===== src/rtl/mem_interface_if.sv =====
`default_nettype none
// ============================================================================
// Module      : mem_interface_if
// Description : Bundles the datapath-side and memory-side signals of
//               mem_interface.
//               Datapath side : bus_in, MARin, MDRin, start_rd, start_wr,
//                               mdr_out, busy, done
//               Memory side   : mem_addr, mem_din, mem_write, mem_dout
//               Modports      : slave  - the mem_interface block
//                               master - the CPU control unit, datapath and
//                                        memory that surround the block
// Revision    : 1.0 - initial release
// ============================================================================
interface mem_interface_if #(
    parameter int DATA_W = 32,
    parameter int ADDR_W = 9
);
    logic [DATA_W-1:0] bus_in;
    logic              MARin;
    logic              MDRin;
    logic              start_rd;
    logic              start_wr;
    logic [DATA_W-1:0] mdr_out;
    logic              busy;
    logic              done;
    logic [ADDR_W-1:0] mem_addr;
    logic [DATA_W-1:0] mem_din;
    logic              mem_write;
    logic [DATA_W-1:0] mem_dout;

    modport slave (
        input  bus_in, MARin, MDRin, start_rd, start_wr, mem_dout,
        output mdr_out, busy, done, mem_addr, mem_din, mem_write
    );

    modport master (
        output bus_in, MARin, MDRin, start_rd, start_wr, mem_dout,
        input  mdr_out, busy, done, mem_addr, mem_din, mem_write
    );
endinterface
`default_nettype wire


===== src/rtl/mem_interface.sv =====
`default_nettype none
// ============================================================================
// Module      : mem_interface
// Description : CPU-side memory interface. Holds MAR and MDR and sequences
//               one read or write transaction at a time through
//               IDLE -> WAIT (WAIT_STATES cycles) -> ACCESS -> DONE.
//               Ports : clk    - system clock (rising edge)
//                       resetn - asynchronous active-low reset
//                       bus    - mem_interface_if.slave (bus, MAR/MDR load,
//                                start strobes, status, memory port)
// Revision    : 1.0 - initial release
// ============================================================================
module mem_interface #(
    parameter int DATA_W      = 32,
    parameter int ADDR_W      = 9,
    parameter int WAIT_STATES = 1
) (
    input  wire logic         clk,
    input  wire logic         resetn,
    mem_interface_if.slave    bus
);

    typedef enum logic [1:0] {
        S_IDLE   = 2'd0,
        S_WAIT   = 2'd1,
        S_ACCESS = 2'd2,
        S_DONE   = 2'd3
    } state_t;

    typedef enum logic {
        OP_RD = 1'b0,
        OP_WR = 1'b1
    } op_t;

    // The counter is loaded with WAIT_STATES-1 on entry to WAIT and leaves
    // WAIT once it reaches zero, giving exactly WAIT_STATES wait cycles.
    localparam int           c_WAIT_INIT_I = (WAIT_STATES > 0) ? WAIT_STATES - 1 : 0;
    localparam logic [3:0]   c_WAIT_INIT   = 4'(c_WAIT_INIT_I);

    state_t            state_q, state_d;
    op_t               op_q,    op_d;
    logic [3:0]        wcnt_q,  wcnt_d;
    logic [DATA_W-1:0] mar_q,   mar_d;
    logic [DATA_W-1:0] mdr_q,   mdr_d;

    // Upper MAR bits are architecturally visible in the register but do not
    // reach the memory, so addresses wrap modulo 2**ADDR_W.
    logic              w_unused_mar_hi;
    assign w_unused_mar_hi = ^mar_q[DATA_W-1:ADDR_W];

    always_ff @(posedge clk or negedge resetn) begin
        if (!resetn) begin
            state_q <= S_IDLE;
            op_q    <= OP_RD;
            wcnt_q  <= 4'd0;
            mar_q   <= '0;
            mdr_q   <= '0;
        end else begin
            state_q <= state_d;
            op_q    <= op_d;
            wcnt_q  <= wcnt_d;
            mar_q   <= mar_d;
            mdr_q   <= mdr_d;
        end
    end

    always_comb begin
        state_d = state_q;
        op_d    = op_q;
        wcnt_d  = wcnt_q;
        mar_d   = mar_q;
        mdr_d   = mdr_q;

        case (state_q)
            S_IDLE: begin
                // Loads only happen here so MAR/MDR are frozen while a
                // transaction is in flight; a load together with a start
                // makes the transaction use the freshly loaded value.
                if (bus.MARin) mar_d = bus.bus_in;
                if (bus.MDRin) mdr_d = bus.bus_in;
                if (bus.start_wr || bus.start_rd) begin
                    op_d = bus.start_wr ? OP_WR : OP_RD;
                    if (WAIT_STATES > 0) begin
                        state_d = S_WAIT;
                        wcnt_d  = c_WAIT_INIT;
                    end else begin
                        state_d = S_ACCESS;
                    end
                end
            end
            S_WAIT: begin
                if (wcnt_q == 4'd0) begin
                    state_d = S_ACCESS;
                end else begin
                    wcnt_d = wcnt_q - 4'd1;
                end
            end
            S_ACCESS: begin
                // Memory read is combinational; capture it at the closing edge.
                if (op_q == OP_RD) mdr_d = bus.mem_dout;
                state_d = S_DONE;
            end
            S_DONE: begin
                state_d = S_IDLE;
            end
            default: begin
                state_d = S_IDLE;
            end
        endcase
    end

    assign bus.mdr_out   = mdr_q;
    assign bus.mem_din   = mdr_q;
    assign bus.mem_addr  = mar_q[ADDR_W-1:0];
    assign bus.busy      = (state_q != S_IDLE);
    assign bus.done      = (state_q == S_DONE);
    assign bus.mem_write = (state_q == S_ACCESS) && (op_q == OP_WR);

endmodule
`default_nettype wire


===== src/flat_wrapper.sv =====
// flat-port wrapper written by rule: the top's interface ports become plain ports
module mem_interface_flat 
#(
    parameter int DATA_W      = 32,
    parameter int ADDR_W      = 9,
    parameter int WAIT_STATES = 1
)
  (clk, resetn, bus_bus_in, bus_MARin, bus_MDRin, bus_start_rd, bus_start_wr, bus_mem_dout, bus_mdr_out, bus_busy, bus_done, bus_mem_addr, bus_mem_din, bus_mem_write);
  mem_interface_if #(.DATA_W(DATA_W), .ADDR_W(ADDR_W)) bus_i ();
  input  wire logic clk;
  input  wire logic resetn;
  input wire logic [$bits(bus_i.bus_in)-1:0] bus_bus_in;
  input wire logic [$bits(bus_i.MARin)-1:0] bus_MARin;
  input wire logic [$bits(bus_i.MDRin)-1:0] bus_MDRin;
  input wire logic [$bits(bus_i.start_rd)-1:0] bus_start_rd;
  input wire logic [$bits(bus_i.start_wr)-1:0] bus_start_wr;
  input wire logic [$bits(bus_i.mem_dout)-1:0] bus_mem_dout;
  output wire logic [$bits(bus_i.mdr_out)-1:0] bus_mdr_out;
  output wire logic [$bits(bus_i.busy)-1:0] bus_busy;
  output wire logic [$bits(bus_i.done)-1:0] bus_done;
  output wire logic [$bits(bus_i.mem_addr)-1:0] bus_mem_addr;
  output wire logic [$bits(bus_i.mem_din)-1:0] bus_mem_din;
  output wire logic [$bits(bus_i.mem_write)-1:0] bus_mem_write;
  assign bus_i.bus_in = bus_bus_in;
  assign bus_i.MARin = bus_MARin;
  assign bus_i.MDRin = bus_MDRin;
  assign bus_i.start_rd = bus_start_rd;
  assign bus_i.start_wr = bus_start_wr;
  assign bus_i.mem_dout = bus_mem_dout;
  assign bus_mdr_out = bus_i.mdr_out;
  assign bus_busy = bus_i.busy;
  assign bus_done = bus_i.done;
  assign bus_mem_addr = bus_i.mem_addr;
  assign bus_mem_din = bus_i.mem_din;
  assign bus_mem_write = bus_i.mem_write;
  mem_interface #(.DATA_W(DATA_W), .ADDR_W(ADDR_W), .WAIT_STATES(WAIT_STATES)) u_core (.clk(clk), .resetn(resetn), .bus(bus_i));
endmodule

===== config.mk =====
export PLATFORM = sky130hd
export DESIGN_NAME = mem_interface_flat
export DESIGN_NICKNAME = d
export VERILOG_FILES = /design/src/rtl/mem_interface_if.sv /design/src/rtl/mem_interface.sv /design/src/flat_wrapper.sv
export SDC_FILE = /design/constraint.sdc
export NUM_CORES = 1
export LEC_CHECK = 0
export BUFFER_PORTS_ARGS = -buffer_cell sky130_fd_sc_hd__buf_2
export CELL_PAD_IN_SITES_DETAIL_PLACEMENT = 2
export CELL_PAD_IN_SITES_GLOBAL_PLACEMENT = 2
export CORE_MARGIN = 3
export CORE_UTILIZATION = 30
export CTS_CLUSTER_DIAMETER = 40
export DETAILED_ROUTE_END_ITERATION = 10
export MAX_ROUTING_LAYER = met4
export PLACE_DENSITY = 0.83
export SLEW_MARGIN = 30
export SYNTH_ARGS = -nofsm -noshare
export SYNTH_HDL_FRONTEND = slang
export SYNTH_SLANG_ARGS = --single-unit

===== constraint.sdc =====
create_clock -name clk -period 4.32 [get_ports clk]
set_input_delay 1.296 -clock clk [delete_from_list [all_inputs] [get_ports clk]]
set_output_delay 1.296 -clock clk [all_outputs]
set_load 0.01 [all_outputs]

==> impl_metrics.csv <==
group,metric,value,unit
worst_setup_path,arrival,1.73,ns
timing,tightest_slew,0.766,ns
worst_setup_path,path_delay_family,"adder cells",
floorplanning,pin_count,146,
floorplanning,die_w,103,um
timing,fin_setup_tns,0,ns
yosys,ys_warn_count,0,
yosys,synth_cells,205,
timing,period_needed,3.02,ns
placement,gp_congestion,0.822,
route,wirelength,7330,um
yosys,synth_edf_count,0,
worst_setup_path,critPathCaptureType,"output pin",
clock_network,cts_root_buffer,"clkbuf_8",
floorplanning,rows,34,
yosys,synth_area_leaders,"dfrtp_1 42%, mux2_2 17%, mux2_4 16%, buf_4 8.5%, ha_1 3.1%",
yosys,syn_nets,282,
global_routing,antenna_found_initial,0,
status,status,"finished clean",
yosys,ys_seq_area_frac,0.424,
worst_setup_path,crit_chain,"inv_1 -> ha_2 -> and2_4 -> buf_2",
yosys,ys_seq_elements,48,
route,wire_per_inst,17.2,um
global_routing,grt.met3_usage,0.0230,
run,maxCapViolCount,0,
global_routing,grt_overflow_total,0,
power,p_per_area,809,mW/mm^2
timing,slew_viol_final,0,
layout,layout.nets,394,
route,drc_errors,0,
global_routing,first_global_vias,2211,
timing,slew_headroom,0.489,
floorplanning,die_area,0.0106,mm^2
worst_setup_path,cpMaxStageDelayCell,"ha_2",
layout,syn_to_final_growth,23.3,%
route,dr.pass1.iters,4,
power,p_leak,1.76,nW
global_routing,grtUsageTotal,0.141,
yosys,async_reset_ff_frac,1.00,
timing,hold_viol_final,0,
route,drtIter0Drc,20,
clock_network,cts_num_sinks,48,
yosys,synth_top_area_share,0.424,
clock_network,cts_tree,"built",
worst_setup_path,worstPathRequired,3.02,ns
layout,drive_gt1_frac,0.732,
worst_setup_path,critPathBufInv,2,
timing,finalSetupViolations,0,
floorplanning,dieHeight,103,um
worst_setup_path,cpPeakStageDelay,0.48,ns
clock_network,cts_resized,0,
placement,dp.cells,418,
layout,fin_cells,425,
power,peakVddDrop,0.000551,V
clock_network,postCtsSetupBuffers,0,
yosys,yosysUniqueCellTypes,31,
timing,fmax,331,MHz
yosys,netlist_area,0.00283,mm^2
floorplanning,core_area,0.00893,mm^2
global_routing,busiest_layer,"met2",
route,viasPerCell,4.64,
yosys,synth_area_per_cell,13.8,um^2
global_routing,grt_first_pass_wirelength,11300,um
worst_setup_path,path_class,"reg2out",
clock_network,cts_hold_buf,0,
yosys,yosys-top-cells-count,"48 x dfrtp_1, 43 x mux2_2, 32 x buf_4, 30 x mux2_4, 7 x ha_1",
global_routing,grt_util_met2,0.259,
route,num_vias,1970,
clock_network,clk_pin_slew,0.09,ns
placement,dp.final_hpwl,5700,um
timing,fin_skew,0.00964,ns
global_routing,met1_usage,0.166,
yosys,synth_ff_type,"dfrtp_1",
worst_setup_path,worstSetupStartpointType,"flip-flop",
floorplanning,start_util,0.317,
layout,antennaDiodeCount,0,
timing,rsz0062_at_grt,"false",
layout,n_fill_cell,948,
min_path,min-delay-path-class,"reg2reg",
yosys,synth_most_common_cell,"dfrtp_1",
clock_network,ctsLongestPathBuffers,2,
clock_network,clk_latency,0.29,ns
yosys,synth_top_area_cell,"dfrtp_1",
timing,fin_crit_sh,0.700,
worst_setup_path,cp_max_fo,16,
clock_network,htreeDepth,2,
clock_network,cts-buffers-inserted,5,
route,ant_nets,0,
global_routing,grt_max_degree,49,
worst_setup_path,reg2reg_slack,2.00,ns
placement,port_buffers,145,
-- final timing paths --
path,start,end,cells past startpoint
max reg2reg,u_core.state_q[0],u_core.bus.mdr_out[3],5
min,u_core.wcnt_q[0],u_core.wcnt_q[0],1
max in group asynchronous,resetn,u_core.bus.mdr_out[2],1
max,u_core.state_q[0],bus_mem_write,4
min reg2reg,u_core.wcnt_q[0],u_core.wcnt_q[0],1
min in group asynchronous,resetn,u_core.wcnt_q[0],1
-- final cells by class --
cell class | count | area [um^2] | area share
multi-input cells | 110 | 1270 | 0.363
flip-flops and latches | 48 | 1200 | 0.344
well taps | 108 | 135 | 0.0387
clock buffers | 5 | 68.8 | 0.0197
clock inverters | 2 | 60.1 | 0.0172
inverters | 6 | 22.5 | 0.00645
repair buffers | 146 | 736 | 0.211
-- power breakdown --
group	internal, mW	switching, mW	leakage (nW)
Sequential	0.672	0.160	0.570
Clock	0.228	0.150	0.0642
Combinational	0.877	0.737	1.12
Total	1.78	1.05	1.76
-- registers in the layout, indices dropped and copies added (netlist names) --
register and count:
u_core.state_q 2, u_core.wcnt_q 4, u_core.op_q 1, u_core.mar_q 9
u_core.bus.mdr_out 32
-- stage by stage --
| stage | setup WS [ns] | util | hold WS [ns] | instance area [um^2] | power [mW] |
|---|---|---|---|---|---|
| 5_1_grt | 1.14 | 0.391 | 0.531 | 3490 | 3.04 |
| 3_5_place_dp | 1.59 | 0.376 | 0.493 | 3360 | 2.50 |
| 2_1_floorplan | 2.08 | - | 0.465 | 2830 | 2.20 |
| 6_report | 1.30 | 0.391 | 0.512 | 3490 | 2.82 |
| 4_1_cts | 1.24 | 0.391 | 0.517 | 3490 | 2.89 |
| 3_3_place_gp | 1.67 | 0.376 | 0.481 | 3360 | 2.42 |
-- cells by family (layout without fill, tap and decap cells) --
family,after synthesis,after routing,synth area share
flops,48,48,0.424
compound gates,9,9,0.0239
buf+inv,47,159,0.129
mux,77,77,0.349
simple gates,17,17,0.0429
fa+ha+maj,7,7,0.0309
-- per-layer routing --
layer | vias to the layer above | wire length [um]
li1 | 905 | -
met1 | 971 | 3060
met2 | 92 | 3790
met3 | 2 | 453
met4 | 0 | 22
met5 | - | 0
-- cell usage in the layout, fill, tap and decap left out, types with 2 or more instances in the layout --
master,n
mux2_2,43
o21ai_0,2
nor2_1,2
buf_2,144
a22o_1,2
ha_1,6
mux2i_1,2
bufinv_16,2
nand2b_1,3
nand2_1,3
inv_1,6
clkbuf_8,5
or3b_1,2
buf_4,2
mux2_4,30
dfrtp_1,48
Power figures use the tool's default switching activity.
